**src/rtl/rf_wb_pkg.sv**
```systemverilog
// Shared types and helpers for the register-file writeback arbiter.
//   addr_w()  : register index width for a given register count
//   wb_req_t  : one writeback request (destination + data) at the default sizes
package rf_wb_pkg;

   function automatic int addr_w(input int reg_num);
      return $clog2(reg_num);
   endfunction

   localparam int WB_REG_NUM = 32;
   localparam int WB_ADDR_W  = addr_w(WB_REG_NUM);
   localparam int WB_DATA_W  = 32;

   typedef struct packed {
      logic [WB_ADDR_W-1:0] rd;
      logic [WB_DATA_W-1:0] dat;
   } wb_req_t;

endpackage

```
**src/rtl/rf_wr_channel_itf.sv**
```systemverilog
// Register-file write channel. rd = 0 means no write this cycle.
//   out modport : driven by the writeback arbiter
//   in  modport : consumed by the register file array and forward ports
interface RfWrChannelItf #(
   parameter int ADDR_W     = 5,
   parameter int DATA_WIDTH = 32
);
   logic [ADDR_W-1:0]     rd;
   logic [DATA_WIDTH-1:0] dat;

   modport out (output rd, output dat);
   modport in  (input rd, input dat);
endinterface

```
**src/rtl/rf_rr_arbiter.sv**
```systemverilog
// Round-robin arbiter with a rotating priority pointer.
//   clk, rst_n : clock, asynchronous active-low reset
//   req        : request vector
//   adv_en     : allow the pointer to move past the granted requester
//   gnt        : one-hot grant (first request at or after ptr)
//   gnt_idx    : index of the granted requester
//   gnt_vld    : some request was granted
module rf_rr_arbiter #(
   parameter  int REQ_NUM = 3,
   localparam int IDX_W   = (REQ_NUM > 1) ? $clog2(REQ_NUM) : 1
) (
   input  logic               clk,
   input  logic               rst_n,
   input  logic [REQ_NUM-1:0] req,
   input  logic               adv_en,
   output logic [REQ_NUM-1:0] gnt,
   output logic [IDX_W-1:0]   gnt_idx,
   output logic               gnt_vld
);

   localparam int PW = IDX_W + 1;

   logic [IDX_W-1:0] ptr_q;
   logic [IDX_W-1:0] ptr_d;
   logic [PW-1:0]    pos;

   // Scan requesters starting at ptr, wrapping modulo REQ_NUM.
   always_comb begin
      gnt     = '0;
      gnt_idx = '0;
      gnt_vld = 1'b0;
      pos     = '0;
      for (int off = 0; off < REQ_NUM; off++) begin
         pos = {1'b0, ptr_q} + PW'(off);
         if (pos >= PW'(REQ_NUM)) begin
            pos = pos - PW'(REQ_NUM);
         end
         if (!gnt_vld && req[pos[IDX_W-1:0]]) begin
            gnt_vld                = 1'b1;
            gnt_idx                = pos[IDX_W-1:0];
            gnt[pos[IDX_W-1:0]]    = 1'b1;
         end
      end
   end

   always_comb begin
      ptr_d = ptr_q;
      if (adv_en && gnt_vld) begin
         ptr_d = (gnt_idx == IDX_W'(REQ_NUM - 1)) ? '0 : gnt_idx + IDX_W'(1);
      end
   end

   always_ff @(posedge clk or negedge rst_n) begin
      if (!rst_n) begin
         ptr_q <= '0;
      end else begin
         ptr_q <= ptr_d;
      end
   end

endmodule

```
**src/rtl/rf_writeback_arbiter.sv**
```systemverilog
// Shares the single register-file write port among REQ_NUM writeback
// sources and keeps the per-register busy scoreboard for the issue stage.
//   clk, rst   : clock, asynchronous active-low reset
//   iReqVld    : per-requester write request valid
//   iReqRd     : per-requester destination register
//   iReqDat    : per-requester write data
//   oReqRdy    : per-requester accept (combinational)
//   iIssueVld  : issue of an instruction with a destination register
//   iIssueRd   : destination register of that instruction
//   iFlush     : pipeline flush
//   oWrPort    : registered write channel, rd = 0 means no write
//   oBusy      : scoreboard, bit r set while a write to r is outstanding
module rf_writeback_arbiter
   import rf_wb_pkg::*;
#(
   parameter  int REQ_NUM    = 3,
   parameter  int REG_NUM    = 32,
   parameter  int DATA_WIDTH = 32,
   localparam int ADDR_W     = addr_w(REG_NUM),
   localparam int IDX_W      = (REQ_NUM > 1) ? $clog2(REQ_NUM) : 1
) (
   input  logic                                clk,
   input  logic                                rst,
   input  logic [REQ_NUM-1:0]                  iReqVld,
   input  logic [REQ_NUM-1:0][ADDR_W-1:0]      iReqRd,
   input  logic [REQ_NUM-1:0][DATA_WIDTH-1:0]  iReqDat,
   output logic [REQ_NUM-1:0]                  oReqRdy,
   input  logic                                iIssueVld,
   input  logic [ADDR_W-1:0]                   iIssueRd,
   input  logic                                iFlush,
   RfWrChannelItf.out                          oWrPort,
   output logic [REG_NUM-1:0]                  oBusy
);

   logic [REQ_NUM-1:0]    cand;
   logic [REQ_NUM-1:0]    zero_drop;
   logic [REQ_NUM-1:0]    gnt;
   logic [IDX_W-1:0]      gnt_idx;
   logic                  gnt_vld;
   logic                  gnt_fire;

   logic [ADDR_W-1:0]     wr_rd_q, wr_rd_d;
   logic [DATA_WIDTH-1:0] wr_dat_q, wr_dat_d;
   logic [REG_NUM-1:0]    busy_q, busy_d;

   // Writes to register 0 are swallowed here so they never reach the
   // arbiter and never cost a requester its turn.
   always_comb begin
      cand      = '0;
      zero_drop = '0;
      for (int i = 0; i < REQ_NUM; i++) begin
         cand[i]      = iReqVld[i] && (iReqRd[i] != '0);
         zero_drop[i] = iReqVld[i] && (iReqRd[i] == '0);
      end
   end

   rf_rr_arbiter #(
      .REQ_NUM (REQ_NUM)
   ) u_arb (
      .clk     (clk),
      .rst_n   (rst),
      .req     (cand),
      .adv_en  (!iFlush),
      .gnt     (gnt),
      .gnt_idx (gnt_idx),
      .gnt_vld (gnt_vld)
   );

   assign gnt_fire = gnt_vld && !iFlush;
   assign oReqRdy  = iFlush ? '0 : (gnt | zero_drop);

   always_comb begin
      wr_rd_d  = '0;
      wr_dat_d = wr_dat_q;
      if (gnt_fire) begin
         wr_rd_d  = iReqRd[gnt_idx];
         wr_dat_d = iReqDat[gnt_idx];
      end
   end

   // Clear on grant, then set on issue, so a same-cycle set wins.
   always_comb begin
      busy_d = busy_q;
      if (iFlush) begin
         busy_d = '0;
      end else begin
         if (gnt_fire) begin
            busy_d[iReqRd[gnt_idx]] = 1'b0;
         end
         if (iIssueVld) begin
            busy_d[iIssueRd] = 1'b1;
         end
      end
      busy_d[0] = 1'b0;
   end

   always_ff @(posedge clk or negedge rst) begin
      if (!rst) begin
         wr_rd_q  <= '0;
         wr_dat_q <= '0;
         busy_q   <= '0;
      end else begin
         wr_rd_q  <= wr_rd_d;
         wr_dat_q <= wr_dat_d;
         busy_q   <= busy_d;
      end
   end

   assign oWrPort.rd  = wr_rd_q;
   assign oWrPort.dat = wr_dat_q;
   assign oBusy       = busy_q;

   // The issue stage must never issue to a register with a write in flight.
   a_no_waw: assert property (@(posedge clk) disable iff (!rst)
      !(iIssueVld && busy_q[iIssueRd]));

endmodule

```
**src/flat_wrapper.sv**
```systemverilog
// flat-port wrapper written by rule: the top's interface ports become plain ports
module rf_writeback_arbiter_flat import rf_wb_pkg::*;
#(
   parameter  int REQ_NUM    = 3,
   parameter  int REG_NUM    = 32,
   parameter  int DATA_WIDTH = 32,
   localparam int ADDR_W     = addr_w(REG_NUM),
   localparam int IDX_W      = (REQ_NUM > 1) ? $clog2(REQ_NUM) : 1
)
  (clk, rst, iReqVld, iReqRd, iReqDat, oReqRdy, iIssueVld, iIssueRd, iFlush, oBusy, oWrPort_rd, oWrPort_dat);
  RfWrChannelItf #(.ADDR_W((5)), .DATA_WIDTH(DATA_WIDTH)) oWrPort_i ();
  input  logic clk;
  input  logic rst;
  input  logic [REQ_NUM-1:0] iReqVld;
  input  logic [REQ_NUM-1:0][ADDR_W-1:0] iReqRd;
  input  logic [REQ_NUM-1:0][DATA_WIDTH-1:0] iReqDat;
  output logic [REQ_NUM-1:0] oReqRdy;
  input  logic iIssueVld;
  input  logic [ADDR_W-1:0] iIssueRd;
  input  logic iFlush;
  output logic [REG_NUM-1:0] oBusy;
  output wire logic [$bits(oWrPort_i.rd)-1:0] oWrPort_rd;
  output wire logic [$bits(oWrPort_i.dat)-1:0] oWrPort_dat;
  assign oWrPort_rd = oWrPort_i.rd;
  assign oWrPort_dat = oWrPort_i.dat;
  rf_writeback_arbiter #(.REQ_NUM(REQ_NUM), .REG_NUM(REG_NUM), .DATA_WIDTH(DATA_WIDTH)) u_core (.clk(clk), .rst(rst), .iReqVld(iReqVld), .iReqRd(iReqRd), .iReqDat(iReqDat), .oReqRdy(oReqRdy), .iIssueVld(iIssueVld), .iIssueRd(iIssueRd), .iFlush(iFlush), .oWrPort(oWrPort_i), .oBusy(oBusy));
endmodule
```
**config.mk**
```make
export PLATFORM = sky130hd
export DESIGN_NAME = rf_writeback_arbiter_flat
export DESIGN_NICKNAME = d
export VERILOG_FILES = /design/src/rtl/rf_wb_pkg.sv /design/src/rtl/rf_wr_channel_itf.sv /design/src/rtl/rf_rr_arbiter.sv /design/src/rtl/rf_writeback_arbiter.sv /design/src/flat_wrapper.sv
export SDC_FILE = /design/constraint.sdc
export NUM_CORES = 1
export LEC_CHECK = 0
export CAP_MARGIN = 5
export CORE_UTILIZATION = 38
export CTS_BUF_LIST = sky130_fd_sc_hd__clkbuf_4
export DETAILED_ROUTE_END_ITERATION = 10
export PLACE_DENSITY_LB_ADDON = 0.08
export REMOVE_ABC_BUFFERS = 1
export SLEW_MARGIN = 30
export SYNTH_ARGS = -nofsm -noshare
export SYNTH_HDL_FRONTEND = slang
export SYNTH_SLANG_ARGS = --single-unit
export TNS_END_PERCENT = 1
```
**constraint.sdc**
```tcl
create_clock -name clk -period 3.1 [get_ports clk]
set_input_delay 0.465 -clock clk [delete_from_list [all_inputs] [get_ports clk]]
set_output_delay 0.465 -clock clk [all_outputs]
set_load 0.005 [all_outputs]
```
Yosys cells after proc, flatten, opt, wreduce, memory -nomap -nowiden:

Cells that the tools add are included.

* register bits after elaboration: 70
* input bits: 123
* output and inout bits: 72
* word-level logic and storage cells: 93

* add/subtract/negate cells: 6
* order comparisons: 14
* equality and inequality tests: 1
* multiplexer cells: 39
* bitwise gates (word level): 6
* reduce and logical (&&, ||, !) cells: 23

Operator list (number)
* $mux W32: 5
* $bmux W32 S2: 1
* $and A32 B32 Y32: 1
* $not A32 Y32: 1
* $or A32 B32 Y32: 1
* $logic_not A5 Y1: 3
* $reduce_bool A5 Y1: 3
* $logic_and A1 B1 Y1: 14
* $mux W2: 7
* $lt A2 B3 Y1 const B: 4
* $lt A5 B6 Y1 const B: 2
* $mux W3: 4
* $mux W1: 11
* $bmux W5 S2: 1
* $demux W1 S5: 2
* $ge A5 B1 Y1 const B: 2
* $mux W5: 2
* $or A3 B3 Y3: 3
* $bmux W1 S2: 3
* $demux W1 S2: 3
* $ge A2 B1 Y1 const B: 3
* $ge A3 B2 Y1 const B: 2
* $sub A2 B2 Y2 const B: 3
* $add A2 B1 Y3 const B: 1
* other kinds (5): 7

Longest topological paths before layout:

Gate-level depths: netlist of run 1.

* word-level depth: 24
* gate-level depth with buffers: 12
* mapped depth without buffers: 10

Cells and area by module:

A second synthesis of run 1 with hierarchy kept.

* cells, all modules: 501
* area, all modules: 4211.5 sq um

Modules (own cells, without submodules)
* rf_writeback_arbiter: times used 1, cells each 448, area each 3796.1 sq um, sequential area each 1701.6 sq um
* rf_rr_arbiter: times used 1, cells each 53, area each 415.4 sq um, sequential area each 50.0 sq um

Worst setup path before layout of run 1:

Ideal clock, no wire load.

* path kind: reg-to-reg
* start: register u_core.u_arb.ptr_q[0]
* end: register u_core.busy_q[7] (netlist: u_core.oBusy[7])
* library setup time: 0.139 ns
* data arrival time: 2.738 ns
* data required time: 2.961 ns
* setup slack: 0.222 ns
* cell stages (with the launch flop): 12
* buffers on the path: 1
* period minus slack after synthesis: 2.878 ns
* cells stage by stage: dfrtp_1 inv_1 ha_1 or3b_1 o22ai_1 a2111o_1 and2_1 buf_2 o311ai_4 or3b_4 nor2_4 a311oi_1

* word-level cells in the longest chain between the ends: 24
* elaborated cells between the ends (all ways): 42
* those cells by class: add/sub (5); order compare (5); mux (23); bitwise (3); reduce/logical (6)

RTL lines
* from (decl): RTL line rf_rr_arbiter.sv:23 `logic [IDX_W-1:0] ptr_q;`
* from (signal assigned): RTL line rf_rr_arbiter.sv:57 `ptr_q <= ptr_d;`
* branches (longest 19 deep; another with $add A2 B1 Y3)
* $mux W32 (*): RTL line rf_writeback_arbiter.sv:87 `if (gnt_fire) begin`
* $mux W32 (*): RTL line rf_writeback_arbiter.sv:84 `if (iFlush) begin`
* $or A32 B32 Y32 (no source line)
* $mux W32 (*): RTL line rf_writeback_arbiter.sv:90 `if (iIssueVld) begin`
* $mux W32 (*): RTL line rf_writeback_arbiter.sv:84
* via u_core.busy_d[7]: RTL line rf_writeback_arbiter.sv:44 `logic [REG_NUM-1:0] busy_q, busy_d;`
* to (signal assigned): RTL line rf_writeback_arbiter.sv:105 `busy_q <= busy_d;`
* to (decl): RTL line rf_writeback_arbiter.sv:44

Mark *: on every way through the listed nets, which the timed path passes. The select of a mux whose other input is x is not followed.
A chain may end at the register's enable or synchronous reset.

Worst setup path after layout of run 1:

* start: input port iReqRd[7] in the netlist's numbering
* end: output port oReqRdy[0]

* word-level cells in the longest chain between the ends: 13
* elaborated cells between the ends (all ways): 21
* those cells by class: mux (12); bitwise (3); reduce/logical (6)

RTL lines
* from (decl): RTL line flat_wrapper.sv:15 `input logic [REQ_NUM-1:0][ADDR_W-1:0] iReqRd;`
* $reduce_bool A5 Y1 (*): RTL line rf_writeback_arbiter.sv:52 `cand[i] = iReqVld[i] && (iReqRd[i] != '0);`
* $logic_and A1 B1 Y1 (*): RTL line rf_writeback_arbiter.sv:52
* $bmux W1 S2: RTL line rf_rr_arbiter.sv:38 `if (!gnt_vld && req[pos[IDX_W-1:0]]) begin`
* $mux W1 (implied by the code): RTL line rf_rr_arbiter.sv:38
* $mux W1: RTL line rf_rr_arbiter.sv:38
* $logic_not A1 Y1: RTL line rf_rr_arbiter.sv:38
* $logic_and A1 B1 Y1: RTL line rf_rr_arbiter.sv:38
* $mux W1: RTL line rf_rr_arbiter.sv:38
* $logic_not A1 Y1: RTL line rf_rr_arbiter.sv:38
* $logic_and A1 B1 Y1: RTL line rf_rr_arbiter.sv:38
* $mux W3 (*): RTL line rf_rr_arbiter.sv:38
* $or A3 B3 Y3 (*): RTL line rf_writeback_arbiter.sv:70 `assign oReqRdy = iFlush ? '0 : (gnt | zero_drop);`
* $mux W3 (*): RTL line rf_writeback_arbiter.sv:70
* to (decl): RTL line flat_wrapper.sv:17 `output logic [REQ_NUM-1:0] oReqRdy;`

Every way passes the cells marked *; elsewhere a longest branch is shown, timed or not. The select of a mux whose other input is x is not followed.

==> results.toml, run 1 <==
[timing]
timing.final.hold_violations = 0
worst_slack_ns = 0.01577
clock-skew-final_ns = 0.02202
setup_viol = 0
finalCriticalPeriod_ns = 3.084
slew_violations = 0
max_slew_margin_pct = 56.85
fin_hold_ws_ns = 0.09443
rsz0062_at_grt = "yes"
post-route-period-util_pct = 99.49
tightest_slew_ns = 0.6472
max_freq_ghz = 0.3242

[worst_setup_path]
start_kind = "input pin"
crit_arrival_ns = 2.62
crit_fanout = 3
critPathRequiredTime_ns = 2.63
end_kind = "output port"
worstSetupPathType = "in2out"

[synthesis]
netlist_instances = 467
synthFlopType = "dfrtp_1"
ys_types = 61
yosysTopAreaCellShare_pct = 43.14
synth_area_leaders = "dfrtp_1, a22oi_1, a31oi_1, o21ai_0, nand2_1"
async_flop_share_pct = 100.0
synth_warnings = 0
synth_edf_count = 0
yosysSeqAreaShare_pct = 43.14
synth_area_sq_um = 4060
ys_seq_elements = 70
synth_area_leader_cell = "dfrtp_1"
postSynthAreaPerCell_sq_um = 8.694

[place]
dpl_worst_slack_ns = -0.3383
gp_congestion = 0.8669
hpwl_mm = 10.57
placed_cell_area_sq_um = 6494
portBuffers = 193

[floorplanning]
core_area_sq_um = 10320
start_util_pct = 39.33
fp.dieW_um = 105.4
ioPinCount = 195
die_h_um = 105.4
dieArea_sq_um = 11100
rows = 37

[drt]
drcViolationCount = 0
drt_iter0_drc = 214
drt_wl_total_mm = 14.23
antenna_left = 0
dr_total_vias = 4637
firstDrtPassIters = 5
vias_per_cell = 5.468
wire_per_inst_um = 16.79

[clock_network]
cts_hold_repair.buffers = 0
cts.htree.levels = 3
clkLatencyLatePin_ns = 0.45
cts_buffers = 9
clk_pin_slew_ns = 0.15
cts_root_buffer = "clkbuf_4"
clockBufferDepth = 2
cts_tree = "built"
numClockSinks = 70

[global_routing]
grt_max_degree = 71
grt_usage_pct = 26.27
grt_overflow = 0
antenna_found_initial = 0
grt_pass1_wl_mm = 22.88
grt_pass1_vias = 4576

[power]
power.density_nw_per_um2 = 715.5
peakVddDrop_mv = 0.3232
fin_total_pwr_mw = 4.892
p_leak_nw = 2.744

[layout]
drive_above_1_share_pct = 17.28
finish.utilization_pct = 66.23
final_common_cell = "clkdlybuf4s50_1"
final_nets = 834
layout_common_cells = "clkdlybuf4s50_1, dfrtp_1, buf_4"
synthToLayoutAreaGrowth_pct = 68.41
diodes = 0
design_area_sq_um = 6838
num-fill-cells = 888

[flow_run]
max_cap_violations = 0

[worst_hold_path]
hold_path.class = "in2async"

[status]
status = "finished, final reports clean"
-- path summary, 6_finish.rpt --
| path | depth (start not counted) | end | slack, ns | from |
|---|---|---|---|---|
| worst max-delay path | 11 | oReqRdy[0] | 0.02 | iReqRd[7] |
| worst min-delay path | 2 | u_core.oBusy[7] | 0.09 | rst |
| worst max register to register | 10 | u_core.oBusy[27] | 0.15 | u_core.u_arb.ptr_q[1] |
| worst min register to register | 2 | u_core.oBusy[30] | 0.56 | u_core.oBusy[30] |
| max in group asynchronous | 2 | u_core.u_arb.ptr_q[1] | 2.51 | rst |
| min in group clk | 3 | u_core.oWrPort.dat[4] | 0.55 | iReqDat[4] |
-- synth_stat cells (all sizes together) (3+ instances only) --
library cell  instances
a211oi                8
a21boi                3
a21oi                30
a221oi                3
a22oi                35
a31oi                34
and3                  3
and3b                 3
buf                  10
clkbuf               20
dfrtp                70
ha                    4
inv                   6
nand2                51
nand2b                4
nand3                10
nand3b                5
nor2                 44
nor2b                16
nor3                  4
o21a                  3
o21ai                50
o31a                  3
o31ai                 5
or2                   3
or3                   5
or3b                  3
-- registers in the layout, summed over array words and instances (netlist names) --
| name | count |
|---|---|
| u_core.oWrPort.dat | 32 |
| u_core.oBusy | 31 |
| u_core.oWrPort.rd | 5 |
| u_core.u_arb.ptr_q | 2 |
-- what timing repair did --
action	CTS	global route
setup endpoints to repair	5	34
pin swaps	6	14
gates resized for setup	19	26
setup buffers	6	2
-- power by group --
group / leakage (nW) / total, mW / internal (mW) / switching (mW)
Combinational: 1.77 / 2.88 / 1.45 / 1.43
Clock: 0.0907 / 0.703 / 0.331 / 0.372
Sequential: 0.883 / 1.31 / 1.17 / 0.138
Total: 2.74 / 4.89 / 2.95 / 1.94
-- final cells by class --
cell class	count	area (sq um)	area share [%]
timing repair buffer	259	2434	35.59
multi-input combinational	360	2290	33.49
sequential	70	1753	25.64
tap	136	170.2	2.489
clock inverter	7	96.34	1.409
clock buffer	9	67.56	0.9881
inverter	7	27.53	0.4026
-- layer usage --
layer	track usage, %	part of all wire (%)	vias up	wire, um
met5	0	0	-	0
met2	46.43	51	170	7258
met4	9.356	2.5	0	355
met1	31.06	41	2208	5782
li1	-	-	2229	-
met3	5.999	5.9	30	837
-- critical path, cell delays in order --
cell and delay, ns:
clkdlybuf4s50_1 0.44, or3_4 0.37, o31ai_4 0.23, buf_4 0.16, buf_6 0.08, o21ai_0 0.07
a31oi_1 0.30, a21oi_2 0.10, a22oi_2 0.19, a31oi_1 0.09, buf_2 0.13
-- kinds of logic (layout without fill, tap and decap cells) --
kind of cell / count (synthesis) / after routing / synth area share [%]
compound gates: 190 / 190 / 30.69
simple gates: 165 / 165 / 21.17
flops: 70 / 70 / 43.14
buf+inv: 37 / 282 / 3.667
fa+ha+maj: 4 / 4 / 1.233
other cells: 1 / 1 / 0.09236
-- stage by stage --
stage | setup TNS (ns) | std cells
final | 0 | 848
after global routing | -0.08392 | 848
after CTS | -0.1623 | 846
after detailed placement | -7.968 | 824
after global placement | -7.830 | 824
after floorplan | -65.52 | 437
(Power assumes the default switching activity.)
==> run 2: changes to the inputs <==
- CORE_UTILIZATION: 38 -> 40
- CTS_CLUSTER_DIAMETER: default -> 40
- CTS_CLUSTER_SIZE: default -> 30
- clock period: 3.1 -> 3.4 ns (I/O delays scaled with it)
==> run 2 against run 1 <==
  * Sequential cell count did not move
  * Non-clock buffer count fell by 25
  * Die area fell by 4.9%
  * Sequential share of layout area rose by 1.0 points
  * Clock skew fell by 0.0067 ns
  * Worst hold slack improved by 0.056 ns
  * Global-route usage fell by 0.50 points
  * Core utilization rose by 0.71 points
  * Critical path depth fell by 2
  * Highest routed layer unchanged
==> results.toml, run 2 (synthesis gave the netlist of run 1 again) <==
[status]
status = "finished, final reports clean"

[floorplanning]
rows = 36
fp.dieW_um = 102.8
dieArea_sq_um = 10560
core_area_sq_um = 9819
start_util_pct = 41.35
die_h_um = 102.8
ioPinCount = 195

[clock_network]
clockBufferDepth = 2
clkLatencyLatePin_ns = 0.44
cts_tree = "built"
cts_hold_repair.buffers = 0
numClockSinks = 70
cts_buffers = 9
clk_pin_slew_ns = 0.13
cts_root_buffer = "clkbuf_4"
cts.htree.levels = 3

[global_routing]
grt_overflow = 0
grt_pass1_wl_mm = 20.58
use_met3_pct = 6.847
grt_max_degree = 69
grt_usage_pct = 25.76
top_usage_layer = "met2"
grt_pass1_vias = 4256
grtUsageMet1_pct = 29.44
antenna_found_initial = 0
grt_use_met2_pct = 46.05

[worst_setup_path]
reg2reg_to = "u_core.oBusy[3]"
crit_arrival_ns = 2.89
worstReg2RegStart = "u_core.u_arb.ptr_q[0]"
r2r_slack_ns = 0.30
end_kind = "output port"
reg2reg_depth = 11
worstSetupPathType = "in2out"
start_kind = "input pin"
critPathRequiredTime_ns = 2.89
crit_fanout = 4

[power]
p_leak_nw = 2.613
power.density_nw_per_um2 = 638.1
fin_total_pwr_mw = 4.195
peakVddDrop_mv = 0.3089

[timing]
finalCriticalPeriod_ns = 3.399
clock-skew-final_ns = 0.01528
timing.final.hold_violations = 0
slew_violations = 0
max_freq_ghz = 0.2942
tightest_slew_ns = 0.8139
max_slew_margin_pct = 45.74
post-route-period-util_pct = 99.97
fin_setup_tns_ns = 0
rsz0062_at_grt = "yes"
setup_viol = 0

[place]
placed_cell_area_sq_um = 6347
hpwl_mm = 10.52
portBuffers = 193
post-place-cells = 802
gp_congestion = 0.9336

[flow_run]
max_cap_violations = 0

[drt]
wire_per_inst_um = 16.63
drcViolationCount = 0
antenna_left = 0
drt_wl_total_mm = 13.64
firstDrtPassIters = 5
drt_iter0_drc = 277
dr_total_vias = 4518
vias_per_cell = 5.510

[layout]
drive_above_1_share_pct = 11.94
finalNonFillerCells = 820
largest_register_ff_count = 32
diodes = 0
finish.utilization_pct = 66.95
final_nets = 809
design_area_sq_um = 6574
layout_common_cells = "clkdlybuf4s50_1, dfrtp_1, nand2_1"
synthToLayoutAreaGrowth_pct = 61.91
final_common_cell = "clkdlybuf4s50_1"

[worst_hold_path]
hold_path.class = "in2async"
==> run 2: layer usage <==
layer | part of all wire [%] | routed length, um | up-vias
met5 | 0 | 0 | -
met4 | 1.7 | 235 | 0
met3 | 8.4 | 1144 | 25
met2 | 51 | 6976 | 219
met1 | 39 | 5281 | 2101
li1 | - | - | 2173
==> run 2: timing repair <==
| item | 4_1_cts | 5_1_grt |
|---|---|---|
| buffers inserted | 1 | 1 |
| gates resized for setup | 7 | 9 |
| endpoints found under the setup margin | 3 | 4 |
| pin swaps | 0 | 2 |
==> run 2: worst max-delay path: stages <==
cell and delay (ns):
clkdlybuf4s50_1 0.43, or3_4 0.42, o31ai_4 0.33, o21ai_1 0.14, o21ai_1 0.15, o21a_1 0.16, a22oi_1 0.08, a21oi_1 0.16
clkdlybuf4s50_1 0.52
==> run 2: per-stage QoR <==
stage | setup slack, ns | hold WS [ns]
CTS | -0.06229 | 0.1625
global route | -0.1857 | 0.2264
detailed placement | -0.1318 | 0.5402
finish | 0.0008804 | 0.1506
global placement | -0.09759 | 0.5278
floorplan | -1.254 | 0.2144
==> run 2: area by class of cell <==
cell class                 count  area [sq um]
fill                         842          3246
timing repair buffer         234          2256
multi-input combinational    360          2213
sequential                    70          1752
tap                          133         166.4
clock inverter                 7         88.84
clock buffer                   9         67.56
inverter                       7         30.03
==> run 2: how the worst max path moves through the flow <==
stage | from | slack (ns) | end | cells past startpoint
floorplan | u_core.u_arb.ptr_q[0] | -1.25 | u_core.oBusy[20] | 9
global placement | iReqRd[6] | -0.1 | oReqRdy[0] | 10
detailed placement | iReqRd[6] | -0.13 | oReqRdy[0] | 10
CTS | iReqRd[6] | -0.06 | oReqRdy[0] | 10
global route | iReqRd[0] | -0.19 | oReqRdy[1] | 11
finish | iReqRd[6] | 0.0009 | oReqRdy[1] | 9
==> run 2: power by group <==
group	internal, mW	total, mW	switching (mW)
Combinational	1.17	2.40	1.23
Clock	0.293	0.606	0.313
Sequential	1.06	1.19	0.127
Total	2.52	4.20	1.67
